**config.mk**
```make
export PLATFORM = sky130hd
export DESIGN_NAME = param_demux_reg_flat
export DESIGN_NICKNAME = d
export VERILOG_FILES = /design/src/rtl/param_demux_reg_if.sv /design/src/rtl/param_demux_reg.sv /design/src/flat_wrapper.sv
export SDC_FILE = /design/constraint.sdc
export NUM_CORES = 1
export LEC_CHECK = 0
export BUFFER_PORTS_ARGS = -buffer_cell sky130_fd_sc_hd__buf_2
export CAP_MARGIN = 10
export CORE_MARGIN = 5
export CORE_UTILIZATION = 40
export DETAILED_ROUTE_END_ITERATION = 6
export PLACE_DENSITY = 0.67
export SYNTH_ARGS = -nofsm -noshare
export SYNTH_HDL_FRONTEND = slang
export SYNTH_SLANG_ARGS = --single-unit
```
**constraint.sdc**
```tcl
create_clock -name i_clk -period 1.6 [get_ports i_clk]
set_clock_uncertainty 0.2 [all_clocks]
set_input_delay 0.24 -clock i_clk [delete_from_list [all_inputs] [get_ports i_clk]]
set_output_delay 0.24 -clock i_clk [all_outputs]
set_load 0.02 [all_outputs]
```
**src/rtl/param_demux_reg_if.sv**
```systemverilog
// rtl/param_demux_reg_if.sv - producer/consumer bus bundle for the registered 1-to-DEPTH demux
interface param_demux_reg_if #(
    parameter int DEPTH     = 8,
    parameter int WORD_SIZE = 8,
    parameter int CNT_W     = 16
);
    localparam int SEL_W = $clog2(DEPTH);

    logic                 i_valid;
    logic                 o_ready;
    logic [SEL_W-1:0]     i_select;
    logic [WORD_SIZE-1:0] i_data;
    logic [WORD_SIZE-1:0] o_out [DEPTH-1:0];
    logic [DEPTH-1:0]     o_valid;
    logic [DEPTH-1:0]     i_ready;
    logic [CNT_W-1:0]     o_drop_count;
    logic [CNT_W-1:0]     o_xfer_count;

    modport master (
        output i_valid, i_select, i_data, i_ready,
        input  o_ready, o_out, o_valid, o_drop_count, o_xfer_count
    );

    modport slave (
        input  i_valid, i_select, i_data, i_ready,
        output o_ready, o_out, o_valid, o_drop_count, o_xfer_count
    );
endinterface

```
**src/rtl/param_demux_reg.sv**
```systemverilog
// rtl/param_demux_reg.sv - registered 1-to-DEPTH demux with per-channel holding registers; PARAM_DEMUX_STATS_EN enables o_xfer_count
module param_demux_reg #(
    parameter int DEPTH     = 8,
    parameter int WORD_SIZE = 8,
    parameter int CNT_W     = 16
) (
    input logic              i_clk,
    input logic              i_rst,
    param_demux_reg_if.slave bus
);
    localparam int SEL_W = $clog2(DEPTH);

    logic [DEPTH-1:0]     full;
    logic [WORD_SIZE-1:0] data_q [DEPTH-1:0];
    logic [CNT_W-1:0]     drop_q;

    logic                 in_range;
    logic                 sel_full;
    logic                 sel_rdy;
    logic                 ready;
    logic                 accept;
    logic [DEPTH-1:0]     load;

    // Decode the select: range check and the selected channel's occupancy/ready.
    // A loop compare avoids indexing past DEPTH when DEPTH is not a power of 2.
    always_comb begin
        in_range = 1'b0;
        sel_full = 1'b0;
        sel_rdy  = 1'b0;
        for (int k = 0; k < DEPTH; k++) begin
            if (bus.i_select == SEL_W'(k)) begin
                in_range = 1'b1;
                sel_full = full[k];
                sel_rdy  = bus.i_ready[k];
            end
        end
        // Out-of-range words are always taken (and dropped); an in-range channel
        // can take a word if empty or if it drains in the same cycle.
        ready  = !in_range || !sel_full || sel_rdy;
        accept = bus.i_valid && ready;
    end

    // One-hot load strobe for the channel receiving the accepted word.
    always_comb begin
        load = '0;
        for (int k = 0; k < DEPTH; k++) begin
            load[k] = accept && (bus.i_select == SEL_W'(k));
        end
    end

    // Per-channel holding registers: load wins over drain, data kept after drain.
    always_ff @(posedge i_clk) begin
        if (i_rst) begin
            full <= '0;
            for (int k = 0; k < DEPTH; k++) begin
                data_q[k] <= '0;
            end
        end else begin
            for (int k = 0; k < DEPTH; k++) begin
                if (load[k]) begin
                    data_q[k] <= bus.i_data;
                    full[k]   <= 1'b1;
                end else if (full[k] && bus.i_ready[k]) begin
                    full[k]   <= 1'b0;
                end
            end
        end
    end

    // Saturating count of words discarded for an out-of-range select.
    always_ff @(posedge i_clk) begin
        if (i_rst) begin
            drop_q <= '0;
        end else if (accept && !in_range && (drop_q != '1)) begin
            drop_q <= drop_q + CNT_W'(1);
        end
    end

`ifdef PARAM_DEMUX_STATS_EN
    logic [CNT_W-1:0] xfer_q;

    // Saturating count of words delivered into a channel.
    always_ff @(posedge i_clk) begin
        if (i_rst) begin
            xfer_q <= '0;
        end else if (accept && in_range && (xfer_q != '1)) begin
            xfer_q <= xfer_q + CNT_W'(1);
        end
    end

    assign bus.o_xfer_count = xfer_q;
`else
    assign bus.o_xfer_count = '0;
`endif

    assign bus.o_ready      = ready;
    assign bus.o_valid      = full;
    assign bus.o_out        = data_q;
    assign bus.o_drop_count = drop_q;
endmodule
```
**src/flat_wrapper.sv**
```systemverilog
// flat-port wrapper written by rule: the top's interface ports become plain ports
module param_demux_reg_flat 
#(
    parameter int DEPTH     = 8,
    parameter int WORD_SIZE = 8,
    parameter int CNT_W     = 16
)
  (i_clk, i_rst, bus_i_valid, bus_i_select, bus_i_data, bus_i_ready, bus_o_ready, bus_o_out, bus_o_valid, bus_o_drop_count, bus_o_xfer_count);
  param_demux_reg_if #(.DEPTH(DEPTH), .WORD_SIZE(WORD_SIZE), .CNT_W(CNT_W)) bus_i ();
  input logic i_clk;
  input logic i_rst;
  input wire logic [$bits(bus_i.i_valid)-1:0] bus_i_valid;
  input wire logic [$bits(bus_i.i_select)-1:0] bus_i_select;
  input wire logic [$bits(bus_i.i_data)-1:0] bus_i_data;
  input wire logic [$bits(bus_i.i_ready)-1:0] bus_i_ready;
  output wire logic [$bits(bus_i.o_ready)-1:0] bus_o_ready;
  output wire logic [$bits(bus_i.o_out)-1:0] bus_o_out;
  output wire logic [$bits(bus_i.o_valid)-1:0] bus_o_valid;
  output wire logic [$bits(bus_i.o_drop_count)-1:0] bus_o_drop_count;
  output wire logic [$bits(bus_i.o_xfer_count)-1:0] bus_o_xfer_count;
  assign bus_i.i_valid = bus_i_valid;
  assign bus_i.i_select = bus_i_select;
  assign bus_i.i_data = bus_i_data;
  assign bus_i.i_ready = bus_i_ready;
  assign bus_o_ready = bus_i.o_ready;
  assign bus_o_out = {>>{bus_i.o_out}};
  assign bus_o_valid = bus_i.o_valid;
  assign bus_o_drop_count = bus_i.o_drop_count;
  assign bus_o_xfer_count = bus_i.o_xfer_count;
  param_demux_reg #(.DEPTH(DEPTH), .WORD_SIZE(WORD_SIZE), .CNT_W(CNT_W)) u_core (.i_clk(i_clk), .i_rst(i_rst), .bus(bus_i));
endmodule
```
==> results by group, run 1 <==
Global route
  – Total global routing overflow: 0
  – First-pass GRT wire length: 13.8 mm
  – Vias in the first global route: ~2700
  – GRT Overall Usage: 16.9%
  – Largest net degree at the start of global routing: 58
  – Initial antenna violation count: 0

Cells and area
  – Diodes inserted: 0
  – Multi-input gate area: 1450 um2
  – # fillers: 766
  – Final nets: ~470
  – Fraction of layout cells with a size suffix above 1: 37.4%
  – Register Area: 1760 um2
  – Most frequent cells in the layout: buf_2 (109), dfxtp_1 (86), nor2_1 (68), mux2i_1 (61), buf_4 (23)
  – Commonest non-fill, non-tap cell in the layout: buf_2
  – Syn-to-layout area delta: 29.7%
  – Design area: 4400 um2
  – Layout Utilization: 53.2%

Placed design
  – Port-buffer cells: 110
  – Placed Area: 4090 um2
  – Final GP Congestion: 0.822
  – Post-DP HPWL: a little over 6 mm

Synth
  – FF+latch count, synth: slightly below 90
  – Largest family of logic cells by synthesized area: multiplexers
  – Mux cell area share after synthesis: around 18%
  – Sequential-to-total area share from yosys stat: 52.0%
  – Simple-gate share of the synthesized area: between 10% and 20%
  – Asr flop ratio synth: 0%
  – Syn Inst Count: 328
  – Post-synthesis cell area: 3390 um2
  – Avg Inst Size Synth: 10.3 um2
  – Largest cells by area after synthesis: dfxtp_1 (52%), mux2i_1 (18%), nor2_1 (7.5%)
  – Number of flops mapped to enable cells by yosys: 0
  – Synth Area in Compound Gates: 4.06%
  – Yosys cell types: 35
  – Xor/xnor share of the synthesized area: 0%
  – Post-synthesis adder-cell area fraction: 0%
  – Main synth FF type: dfxtp_1
  – Share of the synthesized area in the top cell type: 52.0%
  – Yosys warning total: 0
  – Area leader, netlist: dfxtp_1

Outcome
  – Status: finished, violations left
  – Violated checks: setup timing

STA
  – Tcrit/Tclk final: 125%
  – Max Clock Freq: about 500 MHz
  – Final Hold Fails: 0
  – Worst setup margin: -404 ps
  – Final setup vio count: 6
  – Post-route minimum period: approximately 2000 ps
  – RSZ-0062 raised after global routing: yes
  – Final slew viol count: 0

Worst setup path
  – CP Capture Type: output port
  – Critical Path Start Type: flip-flop
  – CP bufs+invs: 1
  – CP max stage delay: 340 ps
  – CP required: 1160 ps
  – Reg2reg start: u_core.bus.o_valid[5]
  – Reg2reg end: u_core.bus.o_out[47]
  – WS Path Type: flip-flop to output port
  – R2R cell count: 7
  – R2r setup slk: -60 ps
  – Crit path DAT: 1560 ps
  – Worst-path maximum fanout: 3
  – Critical-path cell list: nor2b_4 > a2111oi_4 > a31oi_1 > a41oi_2 > buf_6
  – Crit-path leading delay family: compound AO/OA/AOI/OAI gates
  – Crit path max-delay cell type: dfxtp_2

CTS
  – CTS Buffer Depth: 2
  – Htree depth: 3
  – Clock sinks: 88
  – Clock-pin transition on the worst setup and hold timing paths: 90 ps
  – Clk Latency, worst-skew pair: ~350 ps
  – CTS tree: built
  – Root Buffer: clkbuf_8
  – Num CTS Buffers: 9

Min path
  – Hold endpoint: u_core.bus.o_valid[7]
  – Hold Path Depth: 4
  – Hold Path Class: primary input to flip-flop
  – Worst hold start: bus_i_ready[7]

Job
  – Max cap viols: 0

Drt
  – First-pass DRT Iterations: 4
  – Via count: approximately 2700
  – Number of vias per cell: 4.73
  – DRT iter0 DRCs: 133
  – DR WL/cell: 15.6 um
  – Residual DRC: 0
  – Remaining antenna violation count: 0
  – WL final: 8.76 mm

Floorplan
  – Core area: ~8300 um2
  – Num ports: 127
  – Die X: about 100 um
  – DIE AREA: 10400 um2
  – Die Span Y: between 100 and 150 um
  – Row Count: 33
  – Initial Util: 41.1%

Power and ir drop
  – Power Density: 957 nW/um2
  – Worst VDD drop: 418 uV
  – Pleak: 2.28 nW
-- layout make-up --
type	instances	area share, %
multi-input cells	208	33.0
well taps	105	2.99
flip-flops and latches	88	40.1
inverters	4	0.341
clock inverters	6	1.54
repair buffers	141	19.1
clock buffers	10	2.90
-- stage by stage --
stage | worst slack (ps) | hold slack (ps) | total power [W] | setup TNS (ps) | cells
after floorplan | -110 | 234 | 0.00259 | -110 | 343
after global placement | -176 | 247 | 0.00270 | -934 | 540
after detailed placement | -250 | 256 | 0.00270 | -1460 | 540
after CTS | -427 | 7.06 | 0.00424 | -1120 | 561
after global routing | -478 | 25.9 | 0.00438 | -1270 | 562
final | -404 | 14.3 | 0.00421 | -674 | 562
-- cell usage after synthesis, drive strengths merged, types with 4 or more instances --
| master | n |
|---|---|
| a21oi | 8 |
| dfxtp | 88 |
| inv | 4 |
| nand3 | 4 |
| nor2 | 68 |
| clkbuf | 10 |
| mux2i | 61 |
| nor2b | 20 |
| buf | 33 |
| nand2b | 6 |
-- logic make-up after synthesis --
group / after synthesis
AO/OA/AOI/OAI: 17
multiplexers: 61
buffers and inverters: 47
AND/OR/NAND/NOR: 114
other: 1
flip-flops: 88
-- layer usage --
| layer | part of all wire [%] | global-route usage, % | wire, um |
|---|---|---|---|
| met2 | 46 | 27.7 | 4060 |
| met3 | 8.5 | 5.94 | 748 |
| met5 | 0 | 0 | 0 |
| met4 | 0.67 | 3.63 | 59 |
| met1 | 44 | 21.6 | 3900 |
-- worst max path at each step --
stage | end | cells after the start | startpoint
global route | bus_o_ready | 5 | u_core.bus.o_valid[6]
detailed placement | bus_o_ready | 6 | bus_i_select[1]
global placement | bus_o_ready | 7 | bus_i_select[1]
CTS | bus_o_ready | 5 | u_core.bus.o_valid[5]
finish | bus_o_ready | 5 | u_core.bus.o_valid[5]
floorplan | bus_o_ready | 5 | bus_i_select[0]
-- worst register-to-register path: cells and delay by family (launching register included) --
| family | cells | cell delay [ps] |
|---|---|---|
| mux | 1 | 180 |
| simple gates | 3 | 430 |
| flops | 1 | 340 |
| buf+inv | 3 | 390 |
-- timing repair --
action | in CTS | in global routing
hold buffers | 2 | 0
buffers inserted | 2 | 3
pin swaps | 2 | 4
hold endpoints to repair | 2 | 0
cloned | 1 | 1
resized for setup | 10 | 13
endpoints found under the setup margin | 9 | 24
-- report_power, final --
part | total (W) | internal, W | switching (W)
combinational | 0.000424 | 0.000156 | 0.000268
clock | 0.00153 | 0.000731 | 0.000803
sequential | 0.00225 | 0.00223 | 0.0000200
-- flip-flops by register name (all words and copies together), names as in the netlist --
| register | count |
|---|---|
| u_core.bus.o_valid | 8 |
| u_core.bus.o_drop_count | 16 |
| u_core.bus.o_out | 64 |
(Power assumes the default switching activity.)
==> run 2, diff against run 1 <==
CTS_CLUSTER_DIAMETER = 80   (was unset)
SETUP_SLACK_MARGIN = 0.15   (was unset)
==> results by group, run 2 (synthesis gave the netlist of run 1 again) <==
Drt
  – DRT iter0 DRCs: 97 (-27%)
  – Met3 routed WL: 867 um (+16%)
  – Via count: 2689 (+1.1%)
  – First-pass DRT Iterations: 4 (unchanged)
  – Remaining antenna violation count: 0 (unchanged)
  – DR WL/cell: 15.5 um (-0.43%)
  – Met1 wire length: 3.86 mm (-0.85%)
  – Max layer used: met4
  – Residual DRC: 0 (unchanged)
  – Met2 wire len: 3.94 mm (-2.9%)
  – Number of vias per cell: 4.76 (+0.59%)
  – WL final: 8.77 mm (+0.10%)

STA
  – Setup_tns: -2500 ps (-1820 ps)
  – Post-route minimum period: 1970 ps (-30.0 ps)
  – Worst setup margin: -374 ps (+30.0 ps)
  – Tcrit/Tclk final: 123% (-1.9 points)
  – Final Hold Fails: 2 (+2)
  – RSZ-0062 raised after global routing: yes
  – Final slew viol count: 0 (unchanged)
  – Final setup vio count: 10 (+4)
  – Final Hold Slack: -5.99 ps (-20.3 ps)
  – Max Clock Freq: 507 MHz (+1.5%)

Cells and area
  – Cell Count, Final, Fillers Out: 565 (+0.53%)
  – Syn-to-layout area delta: 32.1%
  – Largest register FFs: 64 (unchanged)
  – Final nets: 477 (+0.63%)
  – Fraction of layout cells with a size suffix above 1: 39.3% (+1.9 points)
  – Commonest non-fill, non-tap cell in the layout: buf_2
  – Diodes inserted: 0 (unchanged)
  – Most frequent cells in the layout: buf_2 (109), dfxtp_1 (83), nor2_1 (68), mux2i_1 (61), buf_4 (20)

Worst setup path
  – Critical Path Start Type: flip-flop
  – R2r setup slk: -280 ps (-220 ps)
  – CP bufs+invs: 1 (unchanged)
  – Levels on crit path: 5 (unchanged)
  – WS Path Type: flip-flop to output port
  – Worst-path maximum fanout: 3 (unchanged)
  – Critical-path cell list: nor2b_4 > a2111oi_4 > a31oi_1 > a41oi_2 > buf_6
  – Reg2reg start: u_core.bus.o_valid[5]
  – CP required: 1160 ps (about the same)
  – Crit path DAT: 1530 ps (-30 ps)
  – Crit path max-delay cell type: dfxtp_2
  – CP Capture Type: output port
  – Worst setup path start: u_core.bus.o_valid[5]
  – R2R cell count: 8 (+1)
  – Crit-path leading delay family: compound AO/OA/AOI/OAI gates
  – CP max stage delay: 330 ps (about the same)
  – Reg2reg end: u_core.bus.o_out[44]

CTS
  – Root Buffer: clkbuf_8
  – Clk Latency, worst-skew pair: 350 ps (about the same)
  – Clock sinks: 88 (unchanged)
  – Htree depth: 3 (unchanged)
  – Clock-pin transition on the worst setup and hold timing paths: 90 ps (about the same)
  – Num CTS Buffers: 9 (unchanged)
  – CTS tree: built
  – CTS Buffer Depth: 2 (unchanged)

Floorplan
  – Row Count: 33 (unchanged)
  – Initial Util: 41.1% (unchanged)
  – Die X: 102 um (unchanged)
  – Die Span Y: 102 um (unchanged)
  – Num ports: 127 (unchanged)
  – Core area: 8260 um2 (unchanged)
  – DIE AREA: 10400 um2 (unchanged)

Power and ir drop
  – Pleak: 2.30 nW (+1.1%)
  – Clock Power Share: 35.1% (-1.4 points)
  – Pint: 0.00305 W (-1.9%)
  – Power Density: 923 nW/um2 (-3.5%)
  – Sw power: 0.00108 W (-0.92%)
  – Combinational share of power: 10.6% (+0.5 points)
  – Worst VDD drop: 531 uV (+27%)
  – Sequential share of power: 54.3% (+0.9 points)
  – Switching part of the total: 26.1% (+0.20 points)

Outcome
  – Status: finished, violations left
  – Violated checks: hold timing, setup timing

Job
  – Max cap viols: 0 (unchanged)

Placed design
  – Placement Setup Slack: -224 ps (+26.6 ps)
  – Final GP Congestion: 0.871 (+6.0%)
  – Port-buffer cells: 110 (unchanged)
  – Post-DP HPWL: 6.22 mm (+0.49%)
  – Cells after DPL: 542 (+0.37%)

Global route
  – Initial antenna violation count: 0 (unchanged)
  – Largest net degree at the start of global routing: 46 (-21%)
  – Total global routing overflow: 0 (unchanged)
  – First-pass GRT wire length: 13.4 mm (-3.1%)
  – Vias in the first global route: 2683 (+0.64%)
  – GRT Overall Usage: 16.6% (-0.36 points)

Min path
  – Hold Path Depth: 3 (-1)
  – Worst hold start: bus_i_ready[3]
  – Hold Path Class: primary input to flip-flop
  – Hold endpoint: u_core.bus.o_valid[3]
run 2: final cells by class:
cell class                      count  area (um2)
Sequential cell                    88        1770
Inverter                            4        15.0
Clock inverter                      5        38.8
Timing Repair Buffer              144         905
Clock buffer                       11         151
Multi-Input combinational cell    208        1470
Fill cell                         782        3780
Tap cell                          105         131
run 2: power groups by stage:
| stage | sequential (W) | clock (W) | combinational, W |
|---|---|---|---|
| floorplan | 0.00235 | 0 | 0.000247 |
| global placement | 0.00230 | 0 | 0.000406 |
| global route | 0.00225 | 0.00161 | 0.000476 |
| CTS | 0.00225 | 0.00151 | 0.000423 |
| detailed placement | 0.00230 | 0 | 0.000410 |
| finish | 0.00225 | 0.00145 | 0.000438 |
run 2: tightest hold or removal path, stage by stage:
cell and delay [ps]:
buf_2 90, nand2b_4 110, a21oi_1 50
run 2: how the worst max path moves through the flow:
stage,to
final,bus_o_ready
after global routing,bus_o_ready
after CTS,bus_o_ready
after detailed placement,bus_o_ready
after floorplan,bus_o_ready
after global placement,bus_o_ready
run 2: what timing repair did:
action | CTS | global route
gates cloned | 1 | 2
setup endpoints to repair | 19 | 37
setup buffers | 2 | 2
endpoints found under the hold margin | 2 | 1
resized for setup | 10 | 20
pin swaps | 4 | 5
run 2: metal layers:
metal	global-route usage [%]	up-vias
li1	-	1302
met1	21.1	1280
met2	25.9	97
met3	7.58	10
met4	3.73	0
met5	0	-
run 2: through the flow:
stage | total power, W | cell area (um2) | util (%)
global placement | 0.00270 | 4110 | 49.8
floorplan | 0.00259 | 3470 | -
global route | 0.00434 | 4480 | 54.2
detailed placement | 0.00271 | 4110 | 49.8
CTS | 0.00418 | 4360 | 52.8
finish | 0.00414 | 4480 | 54.2
==> run 3, diff against run 2 <==
ABC_AREA = 1   (was unset)
PLACE_DENSITY = 0.65   (was 0.67)
==> results by group, run 3 <==
Floorplan
  – Core area: 9680 um2 (+17%)
  – Num ports: 127 (unchanged)
  – Die X: 109 um (+6.9%)
  – Die Span Y: 109 um (+6.9%)
  – Initial Util: 40.6% (-0.48 points)
  – DIE AREA: 11900 um2 (+14%)
  – Row Count: 36 (+9.1%)

Drt
  – WL final: 10.9 mm (+24%)
  – Remaining antenna violation count: 0 (unchanged)
  – Via count: 3675 (+37%)
  – Number of vias per cell: 4.38 (-8.1%)
  – DR WL/cell: 13.0 um (-16%)
  – Residual DRC: 0 (unchanged)
  – First-pass DRT Iterations: 5 (+1)
  – DRT iter0 DRCs: 181 (+87%)

Power and ir drop
  – Worst VDD drop: 511 uV (-3.7%)
  – Pleak: 2.90 nW (+26%)
  – Power Density: 844 nW/um2 (-8.6%)
  – Total power: 0.00468 W (+13%)

Placed design
  – Cells after DPL: 801 (+48%)
  – Final GP Congestion: 0.818 (-6.1%)
  – Port-buffer cells: 110 (unchanged)
  – Post-DP HPWL: 7.04 mm (+13%)
  – Placed Area: 4750 um2 (+16%)

Worst setup path
  – CP max stage delay: 330 ps (about the same)
  – Critical Path Start Type: flip-flop
  – WS Path Type: flip-flop to flip-flop
  – CP required: 1700 ps (+540 ps)
  – Worst-path maximum fanout: 5 (+2)
  – CP dominant cell by count: nand2_1
  – Crit path DAT: 2030 ps (+500 ps)
  – CP bufs+invs: 3 (+2)
  – Critical-path cell list: o211ai_1 > nand3_1 > nand2_1 > nand2_1 > nand2_1 > nand2_2 > buf_12 > nand2_8 > buf_4 > buf_6 > nand4_4 > nand2_2 > nand2_1 > nor2_1
  – CP Capture Type: flip-flop
  – Crit-path leading delay family: simple AND/OR/NAND/NOR gates
  – Crit path max-delay cell type: dfxtp_2

Synth
  – Share of the synthesized area in the top cell type: 44.8% (-7.1 points)
  – Main synth FF type: dfxtp_1
  – Largest cells by area after synthesis: dfxtp_1 (45%), nor2_1 (13%), nand2_1 (13%)
  – Sequential-to-total area share from yosys stat: 44.8% (-7.1 points)
  – Post-synthesis cell area: 3930 um2 (+16%)
  – Yosys cell types: 26 (-26%)
  – Top cells by count, synth: nor2_1 (140), nand2_1 (135), inv_1 (91)
  – Syn Inst Count: 557 (+70%)
  – Asr flop ratio synth: 0% (unchanged)
  – Avg Inst Size Synth: 7.06 um2 (-32%)
  – Number of flops mapped to enable cells by yosys: 0 (unchanged)
  – Count leader, synth: nor2_1
  – Yosys warning total: 0 (unchanged)
  – FF+latch count, synth: 88 (unchanged)
  – Area leader, netlist: dfxtp_1

Outcome
  – Violated checks: hold timing, setup timing
  – Status: finished, violations left

Cells and area
  – Largest register FFs: 64 (unchanged)
  – Fraction of layout cells with a size suffix above 1: 39.2% (-0.17 points)
  – Commonest non-fill, non-tap cell in the layout: nor2_1
  – Final nets: 726 (+52%)
  – Diodes inserted: 0 (unchanged)
  – Most frequent cells in the layout: nor2_1 (124), buf_2 (107), nand2_1 (93), inv_1 (91), dfxtp_1 (86)
  – Syn-to-layout area delta: 41.1%
  – Cell Count, Final, Fillers Out: 840 (+49%)
  – Design area: 5540 um2 (+24%)

STA
  – Setup_tns: -19480 ps (-16980 ps)
  – Final Hold Fails: 1 (-1)
  – Max Clock Freq: 516 MHz (+1.8%)
  – Final Hold Slack: -3.56 ps (+2.43 ps)
  – Worst setup margin: -338 ps (+35.8 ps)
  – Max_slew headroom: 58.7%
  – Final setup vio count: 73 (+63)
  – Post-route minimum period: 1940 ps (-35.8 ps)
  – Worst slew pin tran: 619 ps
  – Tcrit/Tclk final: 121% (-2.2 points)
  – RSZ-0062 raised after global routing: yes
  – Final slew viol count: 0 (unchanged)

Min path
  – Hold Path Class: primary input to flip-flop

Global route
  – Largest net degree at the start of global routing: 34 (-26%)
  – Initial antenna violation count: 0 (unchanged)
  – First-pass GRT wire length: 17.2 mm (+29%)
  – GRT Overall Usage: 18.8% (+2.2 points)
  – Vias in the first global route: 3436 (+28%)
  – Total global routing overflow: 0 (unchanged)

CTS
  – Hold_buf cts: 5
  – CTS Buffer Depth: 2 (unchanged)
  – Clk Latency, worst-skew pair: 360 ps (about the same)
  – Num CTS Buffers: 9 (unchanged)
  – Clock-pin transition on the worst setup and hold timing paths: 90 ps (about the same)
  – CTS tree: built
  – Clock sinks: 88 (unchanged)
  – Root Buffer: clkbuf_8
  – Htree depth: 3 (unchanged)

Job
  – Max cap viols: 0 (unchanged)
## run 3: worst reg2reg max path: cells and delay by family (launching register included)
kind	cells	cell delay, ps
AND/OR/NAND/NOR	10	860
AO/OA/AOI/OAI	1	150
flip-flops	1	330
buffers and inverters	3	360
## run 3: per-layer routing
metal	share of wire, %	global-route usage, %	up-vias	wire [um]
met5	0	0	-	0
met4	2.4	9.65	0	263
met3	6.1	3.37	18	668
met2	50	31.6	99	5490
met1	41	22.8	1669	4460
li1	-	-	1889	-
## run 3: per-stage QoR
stage | util [%] | worst slack [ps]
after global routing | 57.2 | -497
after global placement | 49.1 | -396
final | 57.2 | -338
after CTS | 55.0 | -393
after detailed placement | 49.1 | -463
after floorplan | - | -208
## run 3: logic make-up (layout without fill, tap and decap cells)
kind of cell	count (synthesis)	in the layout	synth area share (%)
compound gates	11	11	1.56
flops	88	88	44.8
simple gates	316	321	36.3
buf+inv	141	271	17.2
other cells	1	16	0.0954
## run 3: area by class of cell
type,instances,area [um2]
fill,903,4140
multi-input combinational,348,1920
sequential,88,1760
timing repair buffer,159,1110
inverter,98,373
tap,133,166
clock buffer,9,124
clock inverter,5,81.3
## run 3: final timing paths
check,cells after the start,startpoint,endpoint,slack (ps)
max,14,u_core.bus.o_valid[2],u_core.bus.o_out[61],-340
min,4,bus_i_ready[4],u_core.bus.o_valid[4],-4
max reg2reg,14,u_core.bus.o_valid[2],u_core.bus.o_out[61],-340
min reg2reg,2,u_core.bus.o_drop_count[8],u_core.bus.o_drop_count[8],220
## run 3: where the power goes
group	switching [W]	total [W]	internal, W
registers	0.0000326	0.00228	0.00225
clock network	0.000801	0.00167	0.000865
logic	0.000462	0.000732	0.000270
total	0.00130	0.00468	0.00338
## run 3: what timing repair did
action                                  4_1_cts  5_1_grt
resized for setup                            23       62
buffers inserted                             11        2
pin swaps                                    15        9
endpoints found under the setup margin       73       76
cloned                                        6        1
hold endpoints to repair                      7        1
